$ cat config.mk
export PLATFORM = sky130hd
export DESIGN_NAME = sweep_ctrl
export DESIGN_NICKNAME = d
export VERILOG_FILES = /design/src/rtl/sweep_ctrl.sv
export SDC_FILE = /design/constraint.sdc
export NUM_CORES = 1
export LEC_CHECK = 0
export CAP_MARGIN = 25
export CORE_MARGIN = 1
export CORE_UTILIZATION = 25
export DETAILED_ROUTE_END_ITERATION = 6
export PLACE_DENSITY = 0.5
export SETUP_SLACK_MARGIN = 0.05
export SYNTH_ARGS = -nofsm -noshare
export SYNTH_HDL_FRONTEND = slang
export SYNTH_SLANG_ARGS = --single-unit
export TNS_END_PERCENT = 20
$ cat constraint.sdc
create_clock -name clk -period 7.1 [get_ports clk]
set_input_delay 1.42 -clock clk [delete_from_list [all_inputs] [get_ports clk]]
set_output_delay 1.42 -clock clk [all_outputs]
set_load 0.03 [all_outputs]
$ cat src/rtl/sweep_ctrl.sv
// Frequency sweep sequencer for a sine generator: steps freq_word from f_start
// to f_stop (optionally back down), holding each value for a fixed dwell.
module sweep_ctrl #(
   parameter int FW = 8,
   parameter int DW = 16
) (
   input  logic          clk,
   input  logic          rst,
   input  logic          start,
   input  logic          abort,
   input  logic          mode,
   input  logic [FW-1:0] f_start,
   input  logic [FW-1:0] f_stop,
   input  logic [FW-1:0] f_step,
   input  logic [DW-1:0] dwell,
   output logic          gen_en,
   output logic [FW-1:0] freq_word,
   output logic          freq_upd,
   output logic          busy,
   output logic          done
);

   typedef enum logic [1:0] {IDLE, RUN_UP, RUN_DN, DONE} state_t;

   state_t        state, state_nxt;
   logic [FW-1:0] fw_nxt;
   logic          upd_nxt;
   logic [DW-1:0] cnt, cnt_nxt;
   logic          load;

   // Sweep parameters captured at start; step and hold are already forced to >= 1.
   logic          mode_q;
   logic [FW-1:0] lo, hi, step;
   logic [DW-1:0] hold;

   logic          dwell_end;
   logic [FW:0]   up_sum, dn_diff;
   logic [FW-1:0] up_val, dn_val;

   assign dwell_end = (cnt == hold - DW'(1));

   // One bit wider than the word so overflow/underflow is visible for clamping.
   assign up_sum  = {1'b0, freq_word} + {1'b0, step};
   assign dn_diff = {1'b0, freq_word} - {1'b0, step};
   assign up_val  = (up_sum >= {1'b0, hi}) ? hi : up_sum[FW-1:0];
   // The first down value is derived from freq_word, which equals hi at that point.
   assign dn_val  = (dn_diff[FW] || (dn_diff[FW-1:0] < lo)) ? lo : dn_diff[FW-1:0];

   // NOTE: every output of this block gets a default first, so no latches are inferred.
   always_comb begin
      state_nxt = state;
      fw_nxt    = freq_word;
      upd_nxt   = 1'b0;
      cnt_nxt   = cnt;
      load      = 1'b0;
      unique case (state)
         IDLE: begin
            if (start && !abort) begin
               load      = 1'b1;
               state_nxt = RUN_UP;
               fw_nxt    = f_start;
               upd_nxt   = 1'b1;
               cnt_nxt   = '0;
            end
         end
         RUN_UP: begin
            if (abort) begin
               state_nxt = IDLE;
               cnt_nxt   = '0;
            end else if (!dwell_end) begin
               cnt_nxt = cnt + DW'(1);
            end else if (freq_word >= hi) begin
               cnt_nxt = '0;
               if (mode_q && (lo < hi)) begin
                  state_nxt = RUN_DN;
                  fw_nxt    = dn_val;
                  upd_nxt   = 1'b1;
               end else begin
                  state_nxt = DONE;
               end
            end else begin
               fw_nxt  = up_val;
               upd_nxt = 1'b1;
               cnt_nxt = '0;
            end
         end
         RUN_DN: begin
            if (abort) begin
               state_nxt = IDLE;
               cnt_nxt   = '0;
            end else if (!dwell_end) begin
               cnt_nxt = cnt + DW'(1);
            end else if (freq_word <= lo) begin
               state_nxt = DONE;
               cnt_nxt   = '0;
            end else begin
               fw_nxt  = dn_val;
               upd_nxt = 1'b1;
               cnt_nxt = '0;
            end
         end
         DONE:    state_nxt = IDLE;
         default: state_nxt = IDLE;
      endcase
   end

   // NOTE: state uses non-blocking assignments so all registers update from the same pre-edge values.
   always_ff @(posedge clk or posedge rst) begin
      if (rst) begin
         state     <= IDLE;
         freq_word <= '0;
         freq_upd  <= 1'b0;
         cnt       <= '0;
         mode_q    <= 1'b0;
         lo        <= '0;
         hi        <= '0;
         step      <= '0;
         hold      <= '0;
      end else begin
         state     <= state_nxt;
         freq_word <= fw_nxt;
         freq_upd  <= upd_nxt;
         cnt       <= cnt_nxt;
         if (load) begin
            mode_q <= mode;
            lo     <= f_start;
            hi     <= f_stop;
            step   <= (f_step == '0) ? FW'(1) : f_step;
            hold   <= (dwell == '0) ? DW'(1) : dwell;
         end
      end
   end

   assign busy   = (state == RUN_UP) || (state == RUN_DN);
   assign gen_en = busy;
   assign done   = (state == DONE);

endmodule

**Yosys cells after proc, flatten, opt, wreduce, memory -nomap -nowiden**

Index checks and enable logic that the tools add are counted.

- Add/sub/neg operators: 4
- Multiply operators: 0
- Divide/modulo/power cells: 0
- Magnitude comparators: 5
- Eq/ne operators: 15
- Shifts and indexed selects: 0
- Multiplexer cells: 36
- Bitwise operators: 0
- Reductions and logical operators: 14

Operators by type and width:

| operator | count |
|---|---|
| $mux 8 | 11 |
| $mux 16 | 4 |
| $pmux 16 s2 | 1 |
| $pmux 8 s3 | 1 |
| $add 16x1->16 const B | 1 |
| $eq 16x16->1 | 1 |
| $logic_not 16->1 | 1 |
| $lt 8x8->1 | 2 |
| $sub 16x1->16 const B | 1 |
| $ne 3x3->1 const B | 5 |
| $mux 2 | 7 |
| $ne 2x2->1 const B | 6 |
| $mux 1 | 10 |
| $add 8x8->9 | 1 |
| $ge 9x8->1 | 1 |
| $sub 8x8->9 | 1 |
| $ge 8x8->1 | 1 |
| $le 8x8->1 | 1 |
| $logic_not 8->1 | 1 |
| $pmux 2 s4 | 1 |
| $reduce_and 8->1 | 1 |
| $reduce_and 5->1 | 1 |
| $eq 2x2->1 const B | 2 |
| $pmux 1 s3 | 1 |
| 9 further kinds | 11 |

- Register bits: 68
- Bits in latches: 0
- RAM bits: 0
- Memory bits (read-only): 0
- Output and inout bits: 12
- Logic and storage cells: 83
- Memories: 0

**Depth between registers and ports, before layout**

Gate-level depths: netlist (run 1).

- Depth in word-level cells: 9
- Mapped depth: 19

**Worst setup path before layout (run 1)**

No wires, ideal clock.

- Path type: register -> register
- Start point: reg freq_word[4]
- End point: reg freq_word[0]
- Setup time: 0.125 ns
- Arrival: 3.733 ns
- Data required time: 6.975 ns
- Slack: 3.242 ns
- Stages on the path, launching flop included: 16
- Buffers on the path: 1
- Path through: dfrtp_1 -> ha_1 -> clkbuf_1 -> inv_1 -> nand2_1 -> o311ai_0 -> o41ai_1 -> xnor2_1 -> ha_1 -> a211o_1 -> a21oi_1 -> o211ai_1 -> a22oi_2 -> mux2i_1 -> o221ai_1 -> mux2_2

- Word-level cells in the longest chain between the ends: 9
- Elaborated cells on any way between the ends: 20
- Those cells by class: add/sub (2); order compare (4); eq/ne (2); mux (10); reduce/logical (2)

RTL lines:

| what | line | text |
|---|---|---|
| start, declared | 17 | `output logic [FW-1:0] freq_word,` |
| start signal, assigned | 121 | `freq_word <= fw_nxt;` |
| $sub 8x8->9 | 44 | `assign dn_diff = {1'b0, freq_word} - {1'b0, step};` |
| $lt 8x8->1 | 47 | `assign dn_val = (dn_diff[FW] \|\| (dn_diff[FW-1:0] < lo)) ? lo : dn_diff[FW-1:0];` |
| $logic_or 1x1->1 | 47 |  |
| $mux 8 | 47 |  |
| $mux 8 | 74 | `if (mode_q && (lo < hi)) begin` |
| $mux 8 | 72 | `end else if (freq_word >= hi) begin` |
| $mux 8 | 70 | `end else if (!dwell_end) begin` |
| $mux 8 | 67 | `if (abort) begin` |
| $pmux 8 s3 | 56 | `unique case (state)` |

Parallel ways exist; a longest one is shown, timed or not. The select of a mux whose other input is x is not followed.
A chain may end at the register's enable or synchronous reset.

**Worst setup path in the final report (run 1)**

Ends and elaborated chain as after synthesis.

==> flow_metrics.env, run 1 <==
export IMPL_syn_std_cell_area_sq_mm=0.005463
export IMPL_largest_net_degree_at_the_start_of_global_routing=69
export IMPL_crit_type="flip-flop to flip-flop"
export IMPL_synth_top_area_cell="dfrtp_1"
export IMPL_first_global_vias=4716
export IMPL_rsz0062_at_grt="false"
export IMPL_portBuffers=56
export IMPL_cpMaxStageDelayCell="a22oi_2"
export IMPL_gp_congestion=0.8301
export IMPL_min_period_ns=4.287
export IMPL_drt_pass1_iter_count=4
export IMPL_tritoncts_num_buffers=9
export IMPL_synth_async_sr_flop_share=1.000
export IMPL_synth_edf_count=0
export IMPL_number_of_placement_rows=53
export IMPL_starting_utilization_of_the_core_area=0.2574
export IMPL_path_buf_inv=0
export IMPL_drive_above_1_share=0.1463
export IMPL_layout_nets=725
export IMPL_finalHoldWorstSlack_ns=0.5130
export IMPL_post_route_cell_area_sq_mm=0.006635
export IMPL_drc=0
export IMPL_cell_by_cell_trace_of_the_critical_path="ha_1 -> nor3_1 -> o21ai_0 -> o311ai_0 -> o41ai_1 -> xnor2_1 -> ha_1 -> a211o_1 -> a21oi_1 -> o21ai_0 -> a22oi_2 -> mux2i_1 -> o221ai_1 -> mux2_2"
export IMPL_report_power_total_mw=3.679
export IMPL_actual_transition_at_the_worst_max_transition_pin_ns=0.8057
export IMPL_critPathMaxStageDelay_ns=0.56
export IMPL_wirelength_um=15550
export IMPL_initialDrtViolationCount=207
export IMPL_netlist_cell_type_count=76
export IMPL_synthesis_area_per_instance_sq_um=9.651
export IMPL_required_ns=7.34
export IMPL_clk_latency_ns=0.35
export IMPL_cap_viol_max_count=0
export IMPL_dpl_worst_slack_ns=2.832
export IMPL_yosysWarningCount=0
export IMPL_syn_num_nets=674
export IMPL_setup_ws_ns=2.813
export IMPL_post_cts_hold_buffer_count=0
export IMPL_post_drt_via_cell_ratio=5.037
export IMPL_max_slew_margin=0.4609
export IMPL_setup_tns_final_ns=0
export IMPL_h_tree_depth=3
export IMPL_fin_worst_skew_ns=0.005024
export IMPL_worstPathArrival_ns=4.52
export IMPL_dominantRegCellSynth="dfrtp_1"
export IMPL_p_leak_nw=2.847
export IMPL_power_per_cell_area_mw_per_mm2=554.5
export IMPL_report_final_hold_viol_count=0
export IMPL_die_h_um=149.8
export IMPL_antenna_found_initial=0
export IMPL_cts_sink_count=68
export IMPL_wire_length_of_the_first_global_routing_pass_um=25420
export IMPL_worstSetupEndpointType="flip-flop"
export IMPL_fp_dieW_um=149.8
export IMPL_cts_tree="done"
export IMPL_min_path_cells=1
export IMPL_placement_cell_area_sq_mm=0.006292
export IMPL_groute_usage_overall=0.1482
export IMPL_peakVddDrop_uv=219.0
export IMPL_die_area_sq_mm=0.02245
export IMPL_ios=57
export IMPL_hold_class="flip-flop to flip-flop"
export IMPL_clock_tree_root="clkbuf_16"
export IMPL_core_region_area_sq_mm=0.02122
export IMPL_dp_hpwl_um=11890
export IMPL_antenna_left=0
export IMPL_synthDominantCellAreaShare=0.3115
export IMPL_total_grt_overflow=0
export IMPL_detailroute_via_count=4518
export IMPL_synthCells=566
export IMPL_maxClockFrequency_mhz=233.2
export IMPL_postSynthRegisterBits=68
export IMPL_synth_area_leaders="dfrtp_1 (31%), ha_1 (14%), mux2_2 (9.5%), xnor2_1 (3.0%), inv_1 (3.0%)"
export IMPL_final_setup_viol_count=0
export IMPL_clockBufferDepth=2
export IMPL_cts_repair_resize_count=0
export IMPL_post_route_period_util=0.6039
export IMPL_critPathTopFamily="compound AO/OA/AOI/OAI gates"
export IMPL_maxSlewViolCount=0
export IMPL_outcome="finished, final reports clean"
export IMPL_start_kind="flip-flop"
export IMPL_wire_per_inst_um=17.33
export IMPL_postCtsSetupBuffers=0
export IMPL_sequential_cell_area_fraction_in_the_yosys_report=0.3115
export IMPL_worst_r2r_path_depth=14
export IMPL_area_growth_pct=21.46
export IMPL_timing_critical_path_depth=14
export IMPL_crit_fanout=8
export IMPL_cts_clock_pin_slew_for_the_worst_setup_and_hold_paths_ns=0.06
export IMPL_insertedDiodeCount=0
[state kept, by name, summed over array words and instances, names as in the netlist]
name / cells
freq_upd: 1
freq_word: 8
step: 8
lo: 8
hold: 16
mode_q: 1
hi: 8
state: 2
cnt: 16
[where the power goes]
group	internal (mW)	switching, mW	total, mW
clock	0.310	0.177	0.487
combinational	1.08	1.33	2.41
sequential	0.540	0.245	0.784
total	1.93	1.75	3.68
[placed cells by master, fill, tap and decap left out, types with 6 or more instances in the layout]
cell,count
o21a_1,6
nand3_1,11
o21ai_0,17
nor4_1,8
a21oi_1,30
ha_1,61
mux2i_1,14
or3_1,7
clkdlybuf4s50_1,56
nor2_1,24
xor2_1,10
nor3_1,16
and3_1,7
nand2_1,33
inv_1,43
o221ai_1,7
dfrtp_1,68
nand4_1,9
nand2b_1,9
clkbuf_16,9
mux2_2,46
xnor2_1,19
a21o_1,6
a31oi_1,11
[stage by stage]
| stage | utilization | instances |
|---|---|---|
| 2_1_floorplan | - | 566 |
| 3_3_place_gp | 0.2965 | 880 |
| 3_5_place_dp | 0.2965 | 880 |
| 4_1_cts | 0.3117 | 896 |
| 5_1_grt | 0.3127 | 897 |
| 6_report | 0.3127 | 897 |
[path summary, 6_finish.rpt]
check / from / endpoint / slack (ns)
worst max-delay path: freq_word[4]$_DFFE_PP0P_ / freq_word[0]$_DFFE_PP0P_ / 2.81
worst min-delay path: hi[6]$_DFFE_PP0P_ / hi[6]$_DFFE_PP0P_ / 0.51
worst max register to register: freq_word[4]$_DFFE_PP0P_ / freq_word[0]$_DFFE_PP0P_ / 2.81
worst min register to register: hi[6]$_DFFE_PP0P_ / hi[6]$_DFFE_PP0P_ / 0.51
max in group asynchronous: rst / hold[9]$_DFFE_PP0P_ / 5.03
min in group asynchronous: rst / hi[6]$_DFFE_PP0P_ / 1.50
[synthesized netlist by cell type (7+ instances only)]
master    number
dfrtp_1       68
ha_1          61
mux2_2        46
inv_1         44
nand2_1       33
a21oi_1       30
nor2_1        24
xnor2_1       19
o21ai_0       17
nor3_1        16
mux2i_1       14
nand3_1       12
a31oi_1       11
clkbuf_1      11
xor2_1        10
nand2b_1       9
nand4_1        9
nor4_1         8
and3_1         7
o221ai_1       7
or3_1          7
[per-layer routing]
metal  wire, um  track usage  vias to the layer above
met5          0            0                        -
met4        270      0.04495                        0
met3        536      0.02713                       21
met2       7712       0.2576                       92
met1       7028       0.1846                     2211
li1           -            -                     2194
[layout make-up]
type / instances / area [sq um]
Tap cell: 275 / 344.1
Timing Repair Buffer: 59 / 595.6
Sequential cell: 68 / 1702
Multi-Input combinational cell: 435 / 3506
Fill cell: 2195 / 14590
Clock inverter: 3 / 42.54
Clock buffer: 13 / 280.3
Inverter: 44 / 165.2
[logic make-up after synthesis]
kind of cell / after synthesis / synth area share
mux: 60 / 0.1205
flops: 68 / 0.3115
simple gates: 157 / 0.1645
buf+inv: 63 / 0.04764
xor+xnor: 29 / 0.04649
compound gates: 126 / 0.1624
fa+ha+maj: 63 / 0.1470
(Power assumes the default switching activity.)
==> run 2: changes to the inputs <==
--- a/config.mk
+++ b/config.mk
@@ -9,7 +9,7 @@
 export CORE_MARGIN = 1
 export CORE_UTILIZATION = 25
 export DETAILED_ROUTE_END_ITERATION = 6
-export PLACE_DENSITY = 0.5
+export PLACE_DENSITY = 0.51
 export SETUP_SLACK_MARGIN = 0.05
 export SYNTH_ARGS = -nofsm -noshare
 export SYNTH_HDL_FRONTEND = slang
==> constraint.sdc (replaced) <==
create_clock -name clk -period 3.6 [get_ports clk]
set_input_delay 0.72 -clock clk [delete_from_list [all_inputs] [get_ports clk]]
set_output_delay 0.72 -clock clk [all_outputs]
set_load 0.03 [all_outputs]
==> run 2 against run 1 <==
Against the previous run: sequential share of layout area fell by 1.3 points; clock skew rose by 0.0020 ns; fmax rose by 20%; critical endpoint is now freq_word[7]$_DFFE_PP0P_; largest power group unchanged.
==> flow_metrics.env, run 2 (synthesis gave the netlist of run 1 again) <==
export IMPL_outcome="finished, final reports clean"
export IMPL_fp_dieW_um=149.8
export IMPL_number_of_placement_rows=53
export IMPL_insertedDiodeCount=0
export IMPL_setup_tns_final_ns=0
export IMPL_hold_class="flip-flop to flip-flop"
export IMPL_crit_fanout=3
export IMPL_worstPathArrival_ns=3.80
export IMPL_dp_hpwl_um=12510
export IMPL_report_power_total_mw=8.170
export IMPL_worstSetupEndpointType="flip-flop"
export IMPL_clockBufferDepth=2
export IMPL_initialDrtViolationCount=210
export IMPL_peakVddDrop_uv=517.8
export IMPL_groute_usage_overall=0.1465
export IMPL_h_tree_depth=3
export IMPL_post_cts_hold_buffer_count=0
export IMPL_finalHoldWorstSlack_ns=0.5079
export IMPL_cts_clock_pin_slew_for_the_worst_setup_and_hold_paths_ns=0.05
export IMPL_clock_tree_root="clkbuf_16"
export IMPL_core_region_area_sq_mm=0.02122
export IMPL_layout_nets=765
export IMPL_final_cells=937
export IMPL_clk_latency_ns=0.34
export IMPL_drc=0
export IMPL_holdCritStartpoint="mode_q$_DFFE_PP0P_"
export IMPL_min_path_cells=1
export IMPL_highest_signal_layer="met4"
export IMPL_cell_by_cell_trace_of_the_critical_path="ha_1 -> fa_2 -> nand2b_1 -> a21oi_1 -> nor2_1 -> o31ai_2 -> xnor2_1 -> ha_1 -> a211o_1 -> a21oi_2 -> o211ai_1 -> a22oi_2 -> buf_4 -> mux2i_1 -> nor2_1 -> o32a_1"
export IMPL_crit_reg2reg_launch="freq_word[0]$_DFFE_PP0P_"
export IMPL_drive_above_1_share=0.2190
export IMPL_wirelength_met1_um=7147
export IMPL_die_area_sq_mm=0.02245
export IMPL_wirelength_um=15710
export IMPL_drt_pass1_iter_count=4
export IMPL_mostFrequentLayoutCell="dfrtp_1"
export IMPL_largest_regs="cnt: 16 flops, hold: 16 flops"
export IMPL_ios=57
export IMPL_placement_cell_area_sq_mm=0.006638
export IMPL_report_final_hold_viol_count=0
export IMPL_post_route_cell_area_sq_mm=0.007002
export IMPL_dpl_worst_slack_ns=-0.08776
export IMPL_cts_sink_count=68
export IMPL_power_per_cell_area_mw_per_mm2=1167
export IMPL_die_h_um=149.8
export IMPL_wire_length_of_the_first_global_routing_pass_um=25150
export IMPL_postLayoutCoreUtil=0.3300
export IMPL_post_drt_via_cell_ratio=4.947
export IMPL_first_global_vias=4730
export IMPL_area_growth_pct=28.17
export IMPL_post_route_period_util=0.9949
export IMPL_maxClockFrequency_mhz=279.2
export IMPL_wl_met2_um=7887
export IMPL_starting_utilization_of_the_core_area=0.2574
export IMPL_rsz0062_at_grt="true"
export IMPL_portBuffers=56
export IMPL_antenna_left=0
export IMPL_min_period_ns=3.582
export IMPL_post_place_cells=917
export IMPL_cap_viol_max_count=0
export IMPL_cts_tree="done"
export IMPL_actual_transition_at_the_worst_max_transition_pin_ns=0.8086
export IMPL_cpMaxStageDelayCell="dfrtp_2"
export IMPL_crit_type="flip-flop to flip-flop"
export IMPL_critPathMaxStageDelay_ns=0.41
export IMPL_met3WireLength_um=463
export IMPL_p_leak_nw=3.035
export IMPL_maxSlewViolCount=0
export IMPL_detailroute_via_count=4635
export IMPL_max_slew_margin=0.4589
export IMPL_largest_net_degree_at_the_start_of_global_routing=30
export IMPL_gp_congestion=0.8797
export IMPL_timing_critical_path_from="freq_word[0]$_DFFE_PP0P_"
export IMPL_setup_ws_ns=0.01828
export IMPL_start_kind="flip-flop"
export IMPL_total_grt_overflow=0
export IMPL_required_ns=3.82
export IMPL_fin_worst_skew_ns=0.007011
export IMPL_wire_per_inst_um=16.76
export IMPL_tritoncts_num_buffers=9
export IMPL_worst_r2r_path_depth=16
export IMPL_layout_cells_most_common_list="dfrtp_1 (64), ha_1 (58), clkdlybuf4s50_1 (56)"
export IMPL_final_setup_viol_count=0
export IMPL_antenna_found_initial=0
-- run 2: changes by cell type in the layout (fill, tap and decap cells not counted), sizes merged --
cell      delta
clkinvlp     -1
buf         +40
clkbuf       +1
-- run 2: layer usage --
| metal | global-route usage | up-vias |
|---|---|---|
| li1 | - | 2272 |
| met4 | 0.04242 | 0 |
| met1 | 0.1824 | 2255 |
| met2 | 0.2546 | 88 |
| met3 | 0.02866 | 20 |
| met5 | 0 | - |
-- run 2: what timing repair did --
item	4_1_cts	5_1_grt
setup buffers	3	1
pin swaps	6	2
gates resized for setup	10	3
setup endpoints to repair	8	8
-- run 2: critical path, delay by kind of cell (launching register included) --
kind / cells / cell delay (ns)
buf+inv: 1 / 0.19
mux: 1 / 0.20
simple gates: 3 / 0.34
compound gates: 7 / 1.35
flops: 1 / 0.41
fa+ha+maj: 3 / 0.80
xor+xnor: 1 / 0.17
-- run 2: report_power, final --
group          internal [mW]  switching (mW)
Combinational           2.87            2.92
Sequential              1.07           0.441
Clock                  0.537           0.331
-- run 2: path summary, 6_finish.rpt --
check                      slack (ns)                       end
hold reg to reg                  0.51        mode_q$_DFFE_PP0P_
hold / removal                   0.51        mode_q$_DFFE_PP0P_
setup reg to reg                 0.02  freq_word[7]$_DFFE_PP0P_
max in group asynchronous        1.99        cnt[2]$_DFFE_PP0P_
setup / recovery                 0.02  freq_word[7]$_DFFE_PP0P_
min in group asynchronous        0.80       hold[1]$_DFFE_PP0P_
-- run 2: cell type report --
| class | count | area, sq um |
|---|---|---|
| clock buffer | 14 | 244.0 |
| clock inverter | 2 | 35.03 |
| fill | 2210 | 14220 |
| inverter | 44 | 165.2 |
| multi-input combinational | 435 | 3603 |
| sequential | 68 | 1707 |
| tap | 275 | 344.1 |
| timing repair buffer | 99 | 903.4 |
==> run 3: changes to the inputs <==
--- a/config.mk
+++ b/config.mk
@@ -6,6 +6,7 @@
 export NUM_CORES = 1
 export LEC_CHECK = 0
 export CAP_MARGIN = 25
+export CORE_ASPECT_RATIO = 0.7
 export CORE_MARGIN = 1
 export CORE_UTILIZATION = 25
 export DETAILED_ROUTE_END_ITERATION = 6
==> run 3 against run 2 <==
Against the previous run: core utilization increased by 0.84 points; non-clock buffer count increased by 1; wire length increased by 5.3%; the flow now finishes with violations (setup timing); highest routed layer unchanged; first-iteration DRC count increased by 70%.
==> flow_metrics.env, run 3 (synthesis gave the netlist of run 1 again) <==
export IMPL_post_route_period_util=1.010
export IMPL_worstSetupEndpointType="flip-flop"
export IMPL_ios=57
export IMPL_sequential_cell_area_sq_mm=0.001707
export IMPL_finalHoldWorstSlack_ns=0.5145
export IMPL_first_global_vias=4630
export IMPL_largest_net_degree_at_the_start_of_global_routing=38
export IMPL_failed_checks="setup timing"
export IMPL_gp_congestion=0.9038
export IMPL_cts_sink_count=68
export IMPL_cpMaxStageDelayCell="dfrtp_2"
export IMPL_worstPathArrival_ns=3.87
export IMPL_fin_worst_skew_ns=0.008665
export IMPL_starting_utilization_of_the_core_area=0.2591
export IMPL_min_period_ns=3.637
export IMPL_drive_above_1_share=0.2383
export IMPL_layout_nets=766
export IMPL_mostFrequentLayoutCell="dfrtp_1"
export IMPL_clock_tree_root="clkbuf_16"
export IMPL_insertedDiodeCount=0
export IMPL_placement_cell_area_sq_mm=0.006651
export IMPL_required_ns=3.83
export IMPL_dp_hpwl_um=12910
export IMPL_post_route_cell_area_sq_mm=0.007134
export IMPL_final_fill_count=2103
export IMPL_antenna_left=0
export IMPL_largest_regs="cnt: 16 flops, hold: 16 flops"
export IMPL_path_buf_inv=3
export IMPL_setup_tns_final_ns=-0.07929
export IMPL_wirelength_um=16550
export IMPL_wire_length_of_the_first_global_routing_pass_um=26230
export IMPL_antenna_found_initial=0
export IMPL_drc=0
export IMPL_cts_clock_pin_slew_for_the_worst_setup_and_hold_paths_ns=0.06
export IMPL_final_cells=939
export IMPL_maxClockFrequency_mhz=274.9
export IMPL_cts_tree="done"
export IMPL_h_tree_depth=3
export IMPL_multi_input_comb_area_sq_mm=0.003655
export IMPL_area_growth_pct=30.60
export IMPL_drt_pass1_iter_count=4
export IMPL_wire_per_inst_um=17.62
export IMPL_actual_transition_at_the_worst_max_transition_pin_ns=0.5349
export IMPL_detailroute_via_count=4734
export IMPL_crit_fanout=4
export IMPL_cell_by_cell_trace_of_the_critical_path="buf_4 -> fa_2 -> nand2b_1 -> a21oi_1 -> nor2_2 -> o31ai_4 -> xnor2_1 -> ha_1 -> a211o_1 -> a21oi_2 -> o211ai_1 -> buf_4 -> buf_4 -> a21oi_1 -> a2bb2oi_1 -> o221ai_1 -> mux2_2"
export IMPL_layout_cells_most_common_list="dfrtp_1 (64), clkdlybuf4s50_1 (56), ha_1 (55)"
export IMPL_max_slew_margin=0.6430
export IMPL_clockBufferDepth=2
export IMPL_die_area_sq_mm=0.02246
export IMPL_setup_ws_ns=-0.03706
export IMPL_critPathTopFamily="compound AO/OA/AOI/OAI gates"
export IMPL_ff2ff_setup_slack_ns=-0.04
export IMPL_post_place_cells=918
export IMPL_report_final_hold_viol_count=0
export IMPL_portBuffers=56
export IMPL_critPathMaxStageDelay_ns=0.45
export IMPL_number_of_placement_rows=44
export IMPL_die_h_um=125.7
export IMPL_clk_latency_ns=0.34
export IMPL_hold_class="flip-flop to flip-flop"
export IMPL_final_setup_viol_count=4
export IMPL_maxSlewViolCount=0
export IMPL_post_drt_via_cell_ratio=5.042
export IMPL_cap_viol_max_count=0
export IMPL_groute_usage_overall=0.1540
export IMPL_fp_dieW_um=178.7
export IMPL_critical_path_most_common_cell="buf_4"
export IMPL_total_grt_overflow=0
export IMPL_rsz0062_at_grt="true"
export IMPL_start_kind="flip-flop"
export IMPL_crit_type="flip-flop to flip-flop"
export IMPL_tritoncts_num_buffers=9
export IMPL_outcome="finished with violations"
export IMPL_core_region_area_sq_mm=0.02109
export IMPL_initialDrtViolationCount=356
run 3: area by class of cell:
type / count / area share
tap: 276 / 0.04840
sequential: 68 / 0.2392
clock inverter: 7 / 0.01701
inverter: 44 / 0.02315
clock buffer: 9 / 0.03157
timing repair buffer: 100 / 0.1284
multi-input combinational: 435 / 0.5123
run 3: final timing paths:
| kind | to | start | cells past startpoint |
|---|---|---|---|
| max | freq_word[6]$_DFFE_PP0P_ | freq_word[1]$_DFFE_PP0P_ | 17 |
| min | hi[6]$_DFFE_PP0P_ | hi[6]$_DFFE_PP0P_ | 1 |
| max reg2reg | freq_word[6]$_DFFE_PP0P_ | freq_word[1]$_DFFE_PP0P_ | 17 |
| min reg2reg | hi[6]$_DFFE_PP0P_ | hi[6]$_DFFE_PP0P_ | 1 |
| max in group asynchronous | freq_word[1]$_DFFE_PP0P_ | rst | 3 |
| min in group asynchronous | hi[4]$_DFFE_PP0P_ | rst | 2 |
run 3: layer usage:
metal	global-route usage	wire length (um)
met1	0.2549	9269
met5	0	0
met3	0.03744	1065
met2	0.1904	6066
met4	0.03490	144
run 3: worst register-to-register path, delay by kind of cell (launching register included):
family,cells,cell delay [ns]
compound gates,8,1.30
mux,1,0.28
flops,1,0.45
simple gates,2,0.29
buf+inv,3,0.45
xor+xnor,1,0.16
fa+ha+maj,2,0.59
run 3: through the flow:
stage               utilization  worst slack [ns]
detailed placement       0.3155           -0.1409
CTS                      0.3369           0.02066
global placement         0.3155          -0.07364
global route             0.3384           -0.2136
finish                   0.3384          -0.03706
floorplan                     -           0.01528
run 3: timing repair:
item | 4_1_cts | 5_1_grt
pin swaps | 7 | 3
resized for setup | 14 | 8
endpoints found under the setup margin | 8 | 8
buffers inserted | 5 | 0
hold buffers | 0 | 0
endpoints found under the hold margin | 0 | 0
Power of run 3 is not shown: default switching activity piles up to over one toggle a cycle in this logic, so the estimate is an artifact.
==> variant (config.mk and constraints of run 3) <==
Register the outputs `gen_en` and `done`, without a reset; this adds one clock of latency there. The other outputs are not delayed to match.
--- a/src/rtl/sweep_ctrl.sv
+++ b/src/rtl/sweep_ctrl.sv
@@ -133,6 +133,8 @@
 
    assign busy   = (state == RUN_UP) || (state == RUN_DN);
-   assign gen_en = busy;
-   assign done   = (state == DONE);
+   always_ff @(posedge clk) begin
+      gen_en <= busy;
+      done   <= (state == DONE);
+   end
 
 endmodule
Behaviour: not the same (a bounded check fails within 4 cycles, from zero or initial values and one cycle with rst high).
==> variant against run 3 <==
- first-iteration DRC count is 18% lower
- highest routed layer unchanged
- sequential cell count is 2 higher
- cell area is 0.84% higher
- sequential share of layout area is 0.37 points higher
- synthesized area is 1.5% higher
- critical path type unchanged
- the run still ends with setup timing left
- wire length is 5.8% lower
- setup slack worse by 0.033 ns
- count of clock-buffer cells in the layout is 3 higher
- clock skew is 0.0016 ns lower
- die area is 1.5% higher
==> variant: results (changes against run 3) <==
** Status
- The run finished, with violations left.
- Violations in the final reports :: setup timing

** Routing
- The via density per instance was 4.76 (-5.5%).
- Router iterations before antenna repair :: 5 (+1)
- Average wire per cell in the routed design :: 16.0 um (-9.2%)

** Floorplanning
- The effective utilization at floorplan came to 25.5% (-0.40 points).

** Yosys
- The XOR/XNOR share of the synthesized area came to 5.21% (+0.56 points).
- Synth Area in Adders :: 14.5% (-0.22 points)
- Synthesized-area fraction occupied by ao, oa, aoi and oai cells :: 15.7% (-0.58 points)
- The synthesized net count came to 696 (+3.3%).
- Portion of the post-synthesis area used by sequential elements :: 31.4% (+0.27 points)

** Worst setup path
- Depth of the most critical reg-to-reg path :: 16 (-1)
- Crit path max-delay cell type :: sky130_fd_sc_hd__o41ai_2

** Placed design
- Post-detail-place hpwl :: 12200 um (-5.7%)
- The global placement routability congestion came to 0.812 (-10%).
- The worst setup slack after placement was -0.154 ns (-0.0129 ns).

** GRT
- The overall global routing resource usage was 14.4% (-1.0 points).
- The largest net degree at the start of global routing came to 41 (+7.9%).
- The via count of the first global-routing pass came to 4459 (-3.7%).

** STA
- Remaining max-slew budget at the tightest pin :: 40.9% (-23 points)
- Setup violation total in the final timing report :: 6 (+2)
- The minimum setup slack in the final design came to -0.0701 ns (-0.0330 ns).
- The worst setup skew after layout was 0.00711 ns (-0.00156 ns).

** Final layout
- The final net count came to 796 (+3.9%).
- The share of layout cells above drive strength 1 came to 21.1% (-2.8 points).
-- variant: layout make-up --
| class | count | area [um^2] |
|---|---|---|
| fillers | 2270 | 14500 |
| multi-input cells | 456 | 3630 |
| clock buffers | 12 | 256 |
| repair buffers | 109 | 1000 |
| clock inverters | 4 | 45.0 |
| well taps | 282 | 353 |
| flip-flops and latches | 70 | 1750 |
| inverters | 42 | 158 |
-- variant: layer usage --
metal | global-route usage (%) | up-vias | wire length (um)
li1 | - | 2340 | -
met3 | 2.81 | 8 | 641
met5 | 0 | - | 0
met4 | 4.11 | 0 | 142
met1 | 22.8 | 2210 | 9000
met2 | 18.8 | 86 | 5810
-- variant: kinds of logic (layout without fill, tap and decap cells) --
group           Yosys count  after routing
simple gates            183            183
compound gates          123            123
flops                    70             70
fa+ha+maj                63             63
buf+inv                  62            167
mux                      54             54
xor+xnor                 33             33
-- variant: worst max-delay path: cells and delay by family (launching register included) --
kind / cells / cell delay, ns
AOI/OAI and AO/OA: 6 / 1.45
xor gates and xnor gates: 1 / 0.18
adders and majority gates: 2 / 0.57
buffers and inverters: 3 / 0.43
DFF: 1 / 0.38
muxes: 1 / 0.28
and+or+nand+nor: 3 / 0.25
-- variant: power by group --
| group | switching (uW) | internal, uW |
|---|---|---|
| clock network | 350 | 571 |
| logic | 2880 | 2740 |
| registers | 401 | 1100 |
-- variant: final timing paths --
check / endpoint / startpoint / slack (ns)
setup reg to reg: freq_word[5] / step[3] / -0.07
hold / removal: hi[3] / hi[3] / 0.51
hold reg to reg: hi[3] / hi[3] / 0.51
min in group asynchronous: hi[2] / rst / 0.89
max in group asynchronous: freq_word[1] / rst / 2.00
setup / recovery: freq_word[5] / step[3] / -0.07
-- variant: what timing repair did --
action	in CTS	in global routing
cloned	0	0
gates resized for setup	8	2
buffers inserted	0	1
endpoints found under the hold margin	0	0
pin swaps	3	2
endpoints found under the setup margin	8	8
-- variant: per-stage QoR --
step / power [uW] / cells
2_1_floorplan: 5040 / 588
3_3_place_gp: 6890 / 958
3_5_place_dp: 6880 / 958
4_1_cts: 8000 / 974
5_1_grt: 8760 / 975
6_report: 8040 / 975
